**config.mk**
```make
export PLATFORM = sky130hd
export DESIGN_NAME = parking_occupancy_tracker
export DESIGN_NICKNAME = d
export VERILOG_FILES = /design/src/rtl/parking_pkg.sv /design/src/rtl/sense_edge_sync.sv /design/src/rtl/parking_occupancy_tracker.sv
export SDC_FILE = /design/constraint.sdc
export NUM_CORES = 1
export LEC_CHECK = 0
export BUFFER_PORTS_ARGS = -buffer_cell sky130_fd_sc_hd__buf_2
export CAP_MARGIN = 25
export CORE_MARGIN = 2
export CORE_UTILIZATION = 50
export DETAILED_ROUTE_END_ITERATION = 7
export PLACE_DENSITY = 0.76
export REMOVE_ABC_BUFFERS = 1
export SYNTH_ARGS = -nofsm -noshare
export SYNTH_HDL_FRONTEND = slang
export SYNTH_SLANG_ARGS = --single-unit
```
**constraint.sdc**
```tcl
create_clock -name clk -period 7.62 [get_ports clk]
set_clock_uncertainty 0.05 [all_clocks]
set_input_delay 1.524 -clock clk [delete_from_list [all_inputs] [get_ports clk]]
set_output_delay 1.524 -clock clk [all_outputs]
set_load 0.02 [all_outputs]
```
**src/rtl/parking_pkg.sv**
```systemverilog
// rtl/parking_pkg.sv - shared limits and lane event counting for the parking occupancy tracker
package parking_pkg;

    localparam int MAX_LANES    = 4;
    localparam int MAX_CAPACITY = 255;

    function automatic logic [2:0] popcount_lanes(input logic [MAX_LANES-1:0] lanes);
        logic [2:0] n;
        n = '0;
        for (int i = 0; i < MAX_LANES; i++) begin
            n = n + 3'(lanes[i]);
        end
        return n;
    endfunction

endpackage

```
**src/rtl/sense_edge_sync.sv**
```systemverilog
// rtl/sense_edge_sync.sv - 3-flop synchroniser with rising-edge detect, flops reset to one
module sense_edge_sync
    import parking_pkg::*;
(
    input  logic clk,
    input  logic reset,
    input  logic sense,
    output logic rise
);

    logic s1, s2, s3;

    // Reset-to-one keeps a sensor held high across reset release from looking like a new car.
    always_ff @(posedge clk) begin
        if (reset) begin
            s1 <= 1'b1;
            s2 <= 1'b1;
            s3 <= 1'b1;
        end else begin
            s1 <= sense;
            s2 <= s1;
            s3 <= s2;
        end
    end

    assign rise = s2 & ~s3;

endmodule

```
**src/rtl/parking_occupancy_tracker.sv**
```systemverilog
// rtl/parking_occupancy_tracker.sv - multi-lane car park occupancy tracker with entry arbitration
// Optional peak-occupancy register enabled by defining OCC_PEAK_EN.
module parking_occupancy_tracker
    import parking_pkg::*;
#(
    parameter int CAPACITY  = 40,
    parameter int N_LANES   = 2,
    parameter int AF_MARGIN = 4,
    localparam int CNT_W    = $clog2(CAPACITY + 1)
) (
    input  logic               clk,
    input  logic               reset,
    input  logic [N_LANES-1:0] entry_sense,
    input  logic [N_LANES-1:0] exit_sense,
    input  logic               err_clear,
    output logic [N_LANES-1:0] entry_grant,
    output logic [N_LANES-1:0] entry_denied,
    output logic [CNT_W-1:0]   occupancy,
    output logic [CNT_W-1:0]   free_slots,
    output logic               empty,
    output logic               full,
    output logic               almost_full,
    output logic               underflow_err,
    output logic [CNT_W-1:0]   peak_occupancy
);

    localparam int AW = CNT_W + 3;

    logic [N_LANES-1:0] entry_ev, exit_ev;

    for (genvar i = 0; i < N_LANES; i++) begin : g_sync
        sense_edge_sync u_entry_sync (.clk(clk), .reset(reset), .sense(entry_sense[i]), .rise(entry_ev[i]));
        sense_edge_sync u_exit_sync  (.clk(clk), .reset(reset), .sense(exit_sense[i]),  .rise(exit_ev[i]));
    end

    logic [AW-1:0]      exit_cnt, occ_cur, valid_exits, avail, granted, occ_wide;
    logic [N_LANES-1:0] grant_next, denied_next;
    logic [CNT_W-1:0]   occ_next;
    logic               underflow_set;

    // Exits are resolved first so space freed this cycle is offered to same-cycle entries.
    always_comb begin
        grant_next    = '0;
        denied_next   = '0;
        granted       = '0;
        exit_cnt      = AW'(popcount_lanes(MAX_LANES'(exit_ev)));
        occ_cur       = AW'(occupancy);
        underflow_set = exit_cnt > occ_cur;
        valid_exits   = underflow_set ? occ_cur : exit_cnt;
        avail         = AW'(CAPACITY) - (occ_cur - valid_exits);
        for (int i = 0; i < N_LANES; i++) begin
            if (entry_ev[i]) begin
                if (granted < avail) begin
                    grant_next[i] = 1'b1;
                    granted       = granted + AW'(1);
                end else begin
                    denied_next[i] = 1'b1;
                end
            end
        end
        occ_wide = occ_cur - valid_exits + granted;
        occ_next = CNT_W'(occ_wide);
    end

    always_ff @(posedge clk) begin
        if (reset) begin
            entry_grant   <= '0;
            entry_denied  <= '0;
            occupancy     <= '0;
            free_slots    <= CNT_W'(CAPACITY);
            empty         <= 1'b1;
            full          <= 1'b0;
            almost_full   <= 1'b0;
            underflow_err <= 1'b0;
        end else begin
            entry_grant   <= grant_next;
            entry_denied  <= denied_next;
            occupancy     <= occ_next;
            free_slots    <= CNT_W'(CAPACITY) - occ_next;
            empty         <= occ_wide == '0;
            full          <= occ_wide == AW'(CAPACITY);
            almost_full   <= occ_wide + AW'(AF_MARGIN) >= AW'(CAPACITY);
            underflow_err <= underflow_set | (underflow_err & ~err_clear);
        end
    end

`ifdef OCC_PEAK_EN
    always_ff @(posedge clk) begin
        if (reset) begin
            peak_occupancy <= '0;
        end else if (occ_next > peak_occupancy) begin
            peak_occupancy <= occ_next;
        end
    end
`else
    assign peak_occupancy = '0;
`endif

endmodule

```
=== After elaboration in Yosys (flattened, before gate mapping) ===
Index checks and enable logic that the tools add are counted.

* Register bits after elaboration: 32
* Input bits: 7
* Output and inout port bits: 26
* Logic and storage cells: 59

* Add/sub/neg operators: 7
* $lt $le $gt $ge: 4
* Equal/unequal tests: 1
* Mux-type cells: 9
* Bitwise gates (word level): 13
* Reduce and logical (&&, ||, !) cells: 3

{| class="wikitable"
|+ Operators by type and width
! kind !! count
|-
| 9-bit two-way mux || 2
|-
| 9-bit by 1-bit adder with 9-bit output (second input constant) || 1
|-
| 9-bit by 3-bit adder with 9-bit output (second input constant) || 1
|-
| 9-bit adder || 1
|-
| 9-bit by 6-bit == test with 1-bit output (second input constant) || 1
|-
| 9-bit by 6-bit greater-or-equal comparator with 1-bit output (second input constant) || 1
|-
| 9-bit zero test || 1
|-
| 1-bit by 9-bit < comparator with 1-bit output (first input constant) || 1
|-
| 9-bit < comparator || 1
|-
| 6-bit by 9-bit subtractor with 9-bit output (first input constant) || 1
|-
| 1-bit NOT || 7
|-
| 6-bit by 6-bit subtractor with 7-bit output || 1
|-
| 2-bit by 6-bit greater-than comparator with 1-bit output || 1
|-
| 1-bit two-way mux || 6
|-
| 6-bit two-way mux || 1
|-
| 6-bit subtractor (first input constant) || 1
|-
| 1-bit bitwise AND || 5
|-
| 2-bit OR reduction || 2
|-
| 1-bit by 1-bit adder with 2-bit output || 1
|-
| 1-bit bitwise OR || 1
|}

=== Logic depth before layout (Yosys ltp) ===
* Depth in word-level cells: 16
* Depth in mapped cells: 27
* Mapped depth without buffers: 27

=== By module ===
From an unflattened synthesis, not the netlist that was laid out.

* Cells, all modules: 194
* Area, all modules: 1751.7 um^2

{| class="wikitable"
|+ Modules (own cells, without submodules)
! module !! instances !! cells an instance !! area an instance (um^2) !! seq. area each (um^2)
|-
| parking_occupancy_tracker || 1 || 166 || 1411.4 || 380.4
|-
| sense_edge_sync || 4 || 7 || 85.1 || 60.1
|}

=== Worst setup path after synthesis ===
Ideal clock, no wire load.

* Kind: flip-flop to flip-flop
* Start: register occupancy[1]
* End: register almost_full
* Library setup time: 0.125 ns
* Arrival: 5.567 ns
* Data required time: 7.445 ns
* Setup slack: 1.878 ns
* Cell stages (with the launch flop): 22
* Buffers on the path: 0
* Period minus slack after synthesis: 5.742 ns
* Cells stage by stage: dfxtp_1 -> inv_1 -> ha_1 -> nor2b_1 -> o211ai_1 -> o21ai_0 -> ha_1 -> fa_1 -> ha_1 -> or4_4 -> a2111oi_4 -> nor3_1 -> a211oi_1 -> ha_1 -> inv_1 -> fa_1 -> xnor2_1 -> inv_1 -> ha_1 -> or3_1 -> a31oi_1 -> o22ai_1

* Cells in the longest elaborated chain, start to end: 13
* Elaborated cells on any way between the ends: 14
* Classes of those cells: 5 x add/sub; 4 x order compare; 5 x mux

{| class="wikitable"
|+ RTL lines
! what !! RTL line !! text
|-
| from (decl) || parking_occupancy_tracker.sv:18 || <nowiki>output logic [CNT_W-1:0] occupancy,</nowiki>
|-
| from (signal assigned) || parking_occupancy_tracker.sv:78 || <nowiki>occupancy <= occ_next;</nowiki>
|-
| 2-bit by 6-bit greater-than comparator with 1-bit output || parking_occupancy_tracker.sv:48 || <nowiki>underflow_set = exit_cnt > occ_cur;</nowiki>
|-
| 6-bit two-way mux || parking_occupancy_tracker.sv:49 || <nowiki>valid_exits = underflow_set ? occ_cur : exit_cnt;</nowiki>
|-
| 6-bit by 6-bit subtractor with 7-bit output (*) || parking_occupancy_tracker.sv:50, parking_occupancy_tracker.sv:61 ||
|-
| 6-bit by 9-bit subtractor with 9-bit output || parking_occupancy_tracker.sv:50 || <nowiki>avail = AW'(CAPACITY) - (occ_cur - valid_exits);</nowiki>
|-
| 1-bit by 9-bit < comparator with 1-bit output || parking_occupancy_tracker.sv:53 || <nowiki>if (granted < avail) begin</nowiki>
|-
| 1-bit two-way mux || parking_occupancy_tracker.sv:53 ||
|-
| 1-bit two-way mux || parking_occupancy_tracker.sv:52 || <nowiki>if (entry_ev[i]) begin</nowiki>
|-
| 9-bit by 1-bit adder with 9-bit output / 9-bit < comparator (equally long branches) || parking_occupancy_tracker.sv:55, parking_occupancy_tracker.sv:53 ||
|-
| 9-bit two-way mux || parking_occupancy_tracker.sv:53 ||
|-
| 9-bit two-way mux || parking_occupancy_tracker.sv:52 ||
|-
| 9-bit adder (*) || parking_occupancy_tracker.sv:61 || <nowiki>occ_wide = occ_cur - valid_exits + granted;</nowiki>
|-
| net occ_wide[2] || parking_occupancy_tracker.sv:36 || <nowiki>logic [AW-1:0] exit_cnt, occ_cur, valid_exits, avail, granted, occ_wide;</nowiki>
|-
| 9-bit by 3-bit adder with 9-bit output (*) || parking_occupancy_tracker.sv:82 || <nowiki>almost_full <= occ_wide + AW'(AF_MARGIN) >= AW'(CAPACITY);</nowiki>
|-
| 9-bit by 6-bit greater-or-equal comparator with 1-bit output (*) || parking_occupancy_tracker.sv:82 ||
|-
| to (signal assigned) || parking_occupancy_tracker.sv:82 ||
|-
| to (decl) || parking_occupancy_tracker.sv:22 || <nowiki>output logic almost_full,</nowiki>
|}

Mark *: on every way through the listed nets, which the timed path passes. The rest lies on a longest branch.
A chain may end at the register's enable or synchronous reset.

=== Final worst setup path ===
* Start: register g_sync[0].u_exit_sync.s2
* End: register almost_full

* Cells in the longest elaborated chain, start to end: 15
* Elaborated cells on any way between the ends: 16
* Classes of those cells: 6 x add/sub; 4 x order compare; 5 x mux; 1 x bitwise

{| class="wikitable"
|+ RTL lines
! what !! RTL line !! text
|-
| from (decl) || sense_edge_sync.sv:11 || <nowiki>logic s1, s2, s3;</nowiki>
|-
| from (signal assigned) || sense_edge_sync.sv:17 || <nowiki>s2 <= 1'b1;</nowiki>
|-
| from (signal assigned) || sense_edge_sync.sv:21 || <nowiki>s2 <= s1;</nowiki>
|-
| 1-bit bitwise AND (*) || sense_edge_sync.sv:26 || <nowiki>assign rise = s2 & ~s3;</nowiki>
|-
| 1-bit by 1-bit adder with 2-bit output (*) || parking_pkg.sv:11 || <nowiki>n = n + 3'(lanes[i]);</nowiki>
|-
| 2-bit by 6-bit greater-than comparator with 1-bit output || parking_occupancy_tracker.sv:48 ||
|-
| 6-bit two-way mux (*) || parking_occupancy_tracker.sv:49 ||
|-
| 6-bit by 6-bit subtractor with 7-bit output (*) || parking_occupancy_tracker.sv:50, parking_occupancy_tracker.sv:61 ||
|-
| 6-bit by 9-bit subtractor with 9-bit output || parking_occupancy_tracker.sv:50 ||
|-
| 1-bit by 9-bit < comparator with 1-bit output || parking_occupancy_tracker.sv:53 ||
|-
| 1-bit two-way mux || parking_occupancy_tracker.sv:53 ||
|-
| 1-bit two-way mux || parking_occupancy_tracker.sv:52 ||
|-
| 9-bit by 1-bit adder with 9-bit output / 9-bit < comparator (equally long branches) || parking_occupancy_tracker.sv:55, parking_occupancy_tracker.sv:53 ||
|-
| 9-bit two-way mux || parking_occupancy_tracker.sv:53 ||
|-
| 9-bit two-way mux || parking_occupancy_tracker.sv:52 ||
|-
| 9-bit adder (*) || parking_occupancy_tracker.sv:61 ||
|-
| net occ_wide[2] || parking_occupancy_tracker.sv:36 ||
|-
| 9-bit by 3-bit adder with 9-bit output (*) || parking_occupancy_tracker.sv:82 ||
|-
| 9-bit by 6-bit greater-or-equal comparator with 1-bit output (*) || parking_occupancy_tracker.sv:82 ||
|}

Marks and branches as above.

==> results.toml <==
[run_status]
run_status = "completed"

[clock_network]
cts_repair_resize_count = 0
tritoncts_clock_tree = "done"
cts.sink_count = 31
hold_buffers = 0
htree_num_levels = 2
clkSlewWorstSetupHoldPaths_ns = 0.09
cts.path.max_buffers = 2
post_cts_buffers = 0
clock_latency_ns = 0.32
cts-root-buf = "clkbuf_4"
cts_inserted_buffers = 5

[sta]
tns_ns = 0
pin_slew_with_the_least_headroom_to_its_limit_ns = 0.612
fin_crit_sh_pct = 81.6
finalHoldViolations = 0
timing.final.setup_violations = 0
post-route-worst-setup-slack_ns = 1.40
drv_slew = 0
rsz0062_at_grt = "false"
maxSlewHeadroom_pct = 58.8
max_freq_mhz = 161
timing.final.crit_period_ns = 6.22

[global_routing]
overflow = 0
grt_first_pass_wirelength_um = 5160
global_route_usage_over_all_layers_pct = 16.8
grt_start_max_net_pins = 28
grt_antenna_before_repair = 0
vias_in_the_first_global_route = 1150

[synthesis]
syn-instance-count = 181
ys_seq_area_share_pct = 35.5
syn-cell-area_um2 = 1750
synth.most_common_cell = "dfxtp_1"
syn-mean-instance-area_um2 = 9.67
synth_enable_flop_cells = 0
ys_top_cells_by_area = "dfxtp_1 (35%), ha_1 (9.3%), or2_2 (4.3%)"
netlist_top_cells_count = "dfxtp_1 (31), nor2_1 (14), ha_1 (13), inv_1 (12), or2_2 (12)"
yosys_warnings = 0
cell_taking_the_most_area_after_synthesis = "dfxtp_1"
ys_ff_latch = 31
postSynth.topFlopCell = "dfxtp_1"
yosysTopAreaCellShare_pct = 35.5
synth_cell_types = 52
async_flop_share_pct = 0

[floorplan]
core_region_area_um2 = 3340
die_height_um = 63.2
floorplan.die.width_um = 63.2
floorplan_die_area_um2 = 3990
floorplan.initialDensity_pct = 52.5
std_cell_rows = 21
top_level_ports = 33

[setup_path]
cp_slowest_stage_delay_ns = 0.55
critical_path.max_fanout = 6
worst_path_max_delay_cell = "fa_1"
buffers_and_inverters_on_the_worst_path = 2
worstSetupEndpointType = "register"
crit_path_required_time_ns = 7.79
timing.critical_path.mode_cell = "ha_1"
setup.worst_path.start_class = "register"
critPathTopFamily = "adder cells"
setup.worst_path.class = "reg -> reg"
critical_path_arrival_ns = 6.38
crit_path_cells = "nor2b_1, ha_1, ha_1, nor2b_1, o211ai_1, o21ai_0, ha_1, fa_1, ha_1, or4_4, a2111oi_4, nor3_1, a211oi_1, ha_1, inv_1, fa_1, xnor2_1, inv_1, ha_1, nand2_1, mux2_2, a22oi_1, a31oi_1, o22ai_1"

[placement]
gp_routability_congestion = 0.857
pre_cts_slack_ns = 1.43
dp.final_hpwl_um = 2320
number_of_i_o_port_buffers = 26
dp.cells = 246

[finish]
layout.nets = 229
antenna-diode-count = 0
stdcell_count = 253
areaGrowthSynthToFinish_pct = 11.3
final_layout_size_suffix_gt1_share_pct = 27.5
post-route-util_pct = 58.4

[route]
drcViolationCount = 0
per_cell_via_count_in_the_routed_design = 5.18
route.antenna.remaining_nets = 0
avgRoutedWirePerCell_um = 12.2
detailedRoute.firstIterationViolations = 49
detail_route.first_pass.iterations = 4
detailroute.via_count = 1310
detail_route.wirelength_um = 3080

[pwr]
p_per_area_nw_per_um2 = 471
ir_drop_mv = 0.278
power.static_leakage_nw = 0.850

[hold_path]
min-delay-path-class = "reg -> reg"

[job]
max_cap_viol_count = 0
-- metal layers --
metal | global-route usage (%) | up-vias | share of wire (%) | wire length (µm)
met3 | 5.00 | 9 | 5.7 | 176
met1 | 20.9 | 610 | 47 | 1450
li1 | - | 654 | - | -
met2 | 26.6 | 37 | 45 | 1390
met4 | 8.42 | 0 | 2.1 | 65
met5 | 0 | - | 0 | 0
-- registers in the layout, indices dropped and copies added, names as in the netlist --
register and flops:
entry_denied 2, g_sync.u_exit_sync.s2 2, entry_grant 2, free_slots 5
g_sync.u_entry_sync.s3 2, occupancy 6, g_sync.u_entry_sync.s1 2, g_sync.u_entry_sync.s2 2
g_sync.u_exit_sync.s3 2, underflow_err 1, g_sync.u_exit_sync.s1 2, almost_full 1
full 1, empty 1
-- worst paths after layout --
kind | to | depth (start not counted) | slack [ns] | startpoint
max | almost_full$_SDFF_PP0_ | 24 | 1.40 | g_sync[0].u_exit_sync.s2$_SDFF_PP1_
min | g_sync[1].u_exit_sync.s2$_SDFF_PP1_ | 1 | 0.37 | g_sync[1].u_exit_sync.s1$_SDFF_PP1_
max reg2reg | almost_full$_SDFF_PP0_ | 24 | 1.40 | g_sync[0].u_exit_sync.s2$_SDFF_PP1_
min reg2reg | g_sync[1].u_exit_sync.s2$_SDFF_PP1_ | 1 | 0.37 | g_sync[1].u_exit_sync.s1$_SDFF_PP1_
-- metrics by stage --
step / hold slack (ns) / cell area [µm²] / power, mW
final: 0.369 / 1950 / 0.919
after global routing: 0.385 / 1950 / 1.00
after CTS: 0.369 / 1950 / 0.924
after detailed placement: 0.349 / 1880 / 0.796
after global placement: 0.342 / 1880 / 0.785
after floorplan: 0.339 / 1690 / 0.673
-- area by class of cell --
class | instances | area [µm²]
clock buffer | 6 | 41.3
clock inverter | 1 | 30.0
fill | 306 | 1390
inverter | 12 | 45.0
multi-input combinational | 131 | 1020
sequential | 31 | 621
tap | 46 | 57.6
timing repair buffer | 26 | 130
-- layout by cell type, fill, tap and decap left out, types with 2 or more instances in the layout --
cell	count
dfxtp_1	31
buf_2	26
nor2_1	14
ha_1	13
inv_1	12
or2_2	12
nand2_1	11
nor3_1	7
conb_1	6
nor2b_1	5
xnor2_1	5
clkbuf_4	5
o211ai_1	4
xor2_1	4
xnor2_2	3
a21oi_1	3
nor3b_2	3
nand2b_1	3
o31a_1	2
a211oi_1	2
and2_1	2
o21ai_0	2
o31ai_1	2
fa_1	2
-- logic make-up after synthesis --
logic type | synth area share [%]
simple gates | 23.0
mux | 1.22
other cells | 0.214
buf+inv | 7.15
xor+xnor | 9.58
compound gates | 11.8
flops | 35.5
fa+ha+maj | 11.6
-- power breakdown --
part           switching (mW)  total, mW  internal (mW)
Sequential             0.0275      0.224          0.196
Clock                  0.0531      0.121         0.0676
Combinational           0.340      0.574          0.234
Total                   0.421      0.919          0.497
No activity file was read; power rests on OpenSTA's default activity.
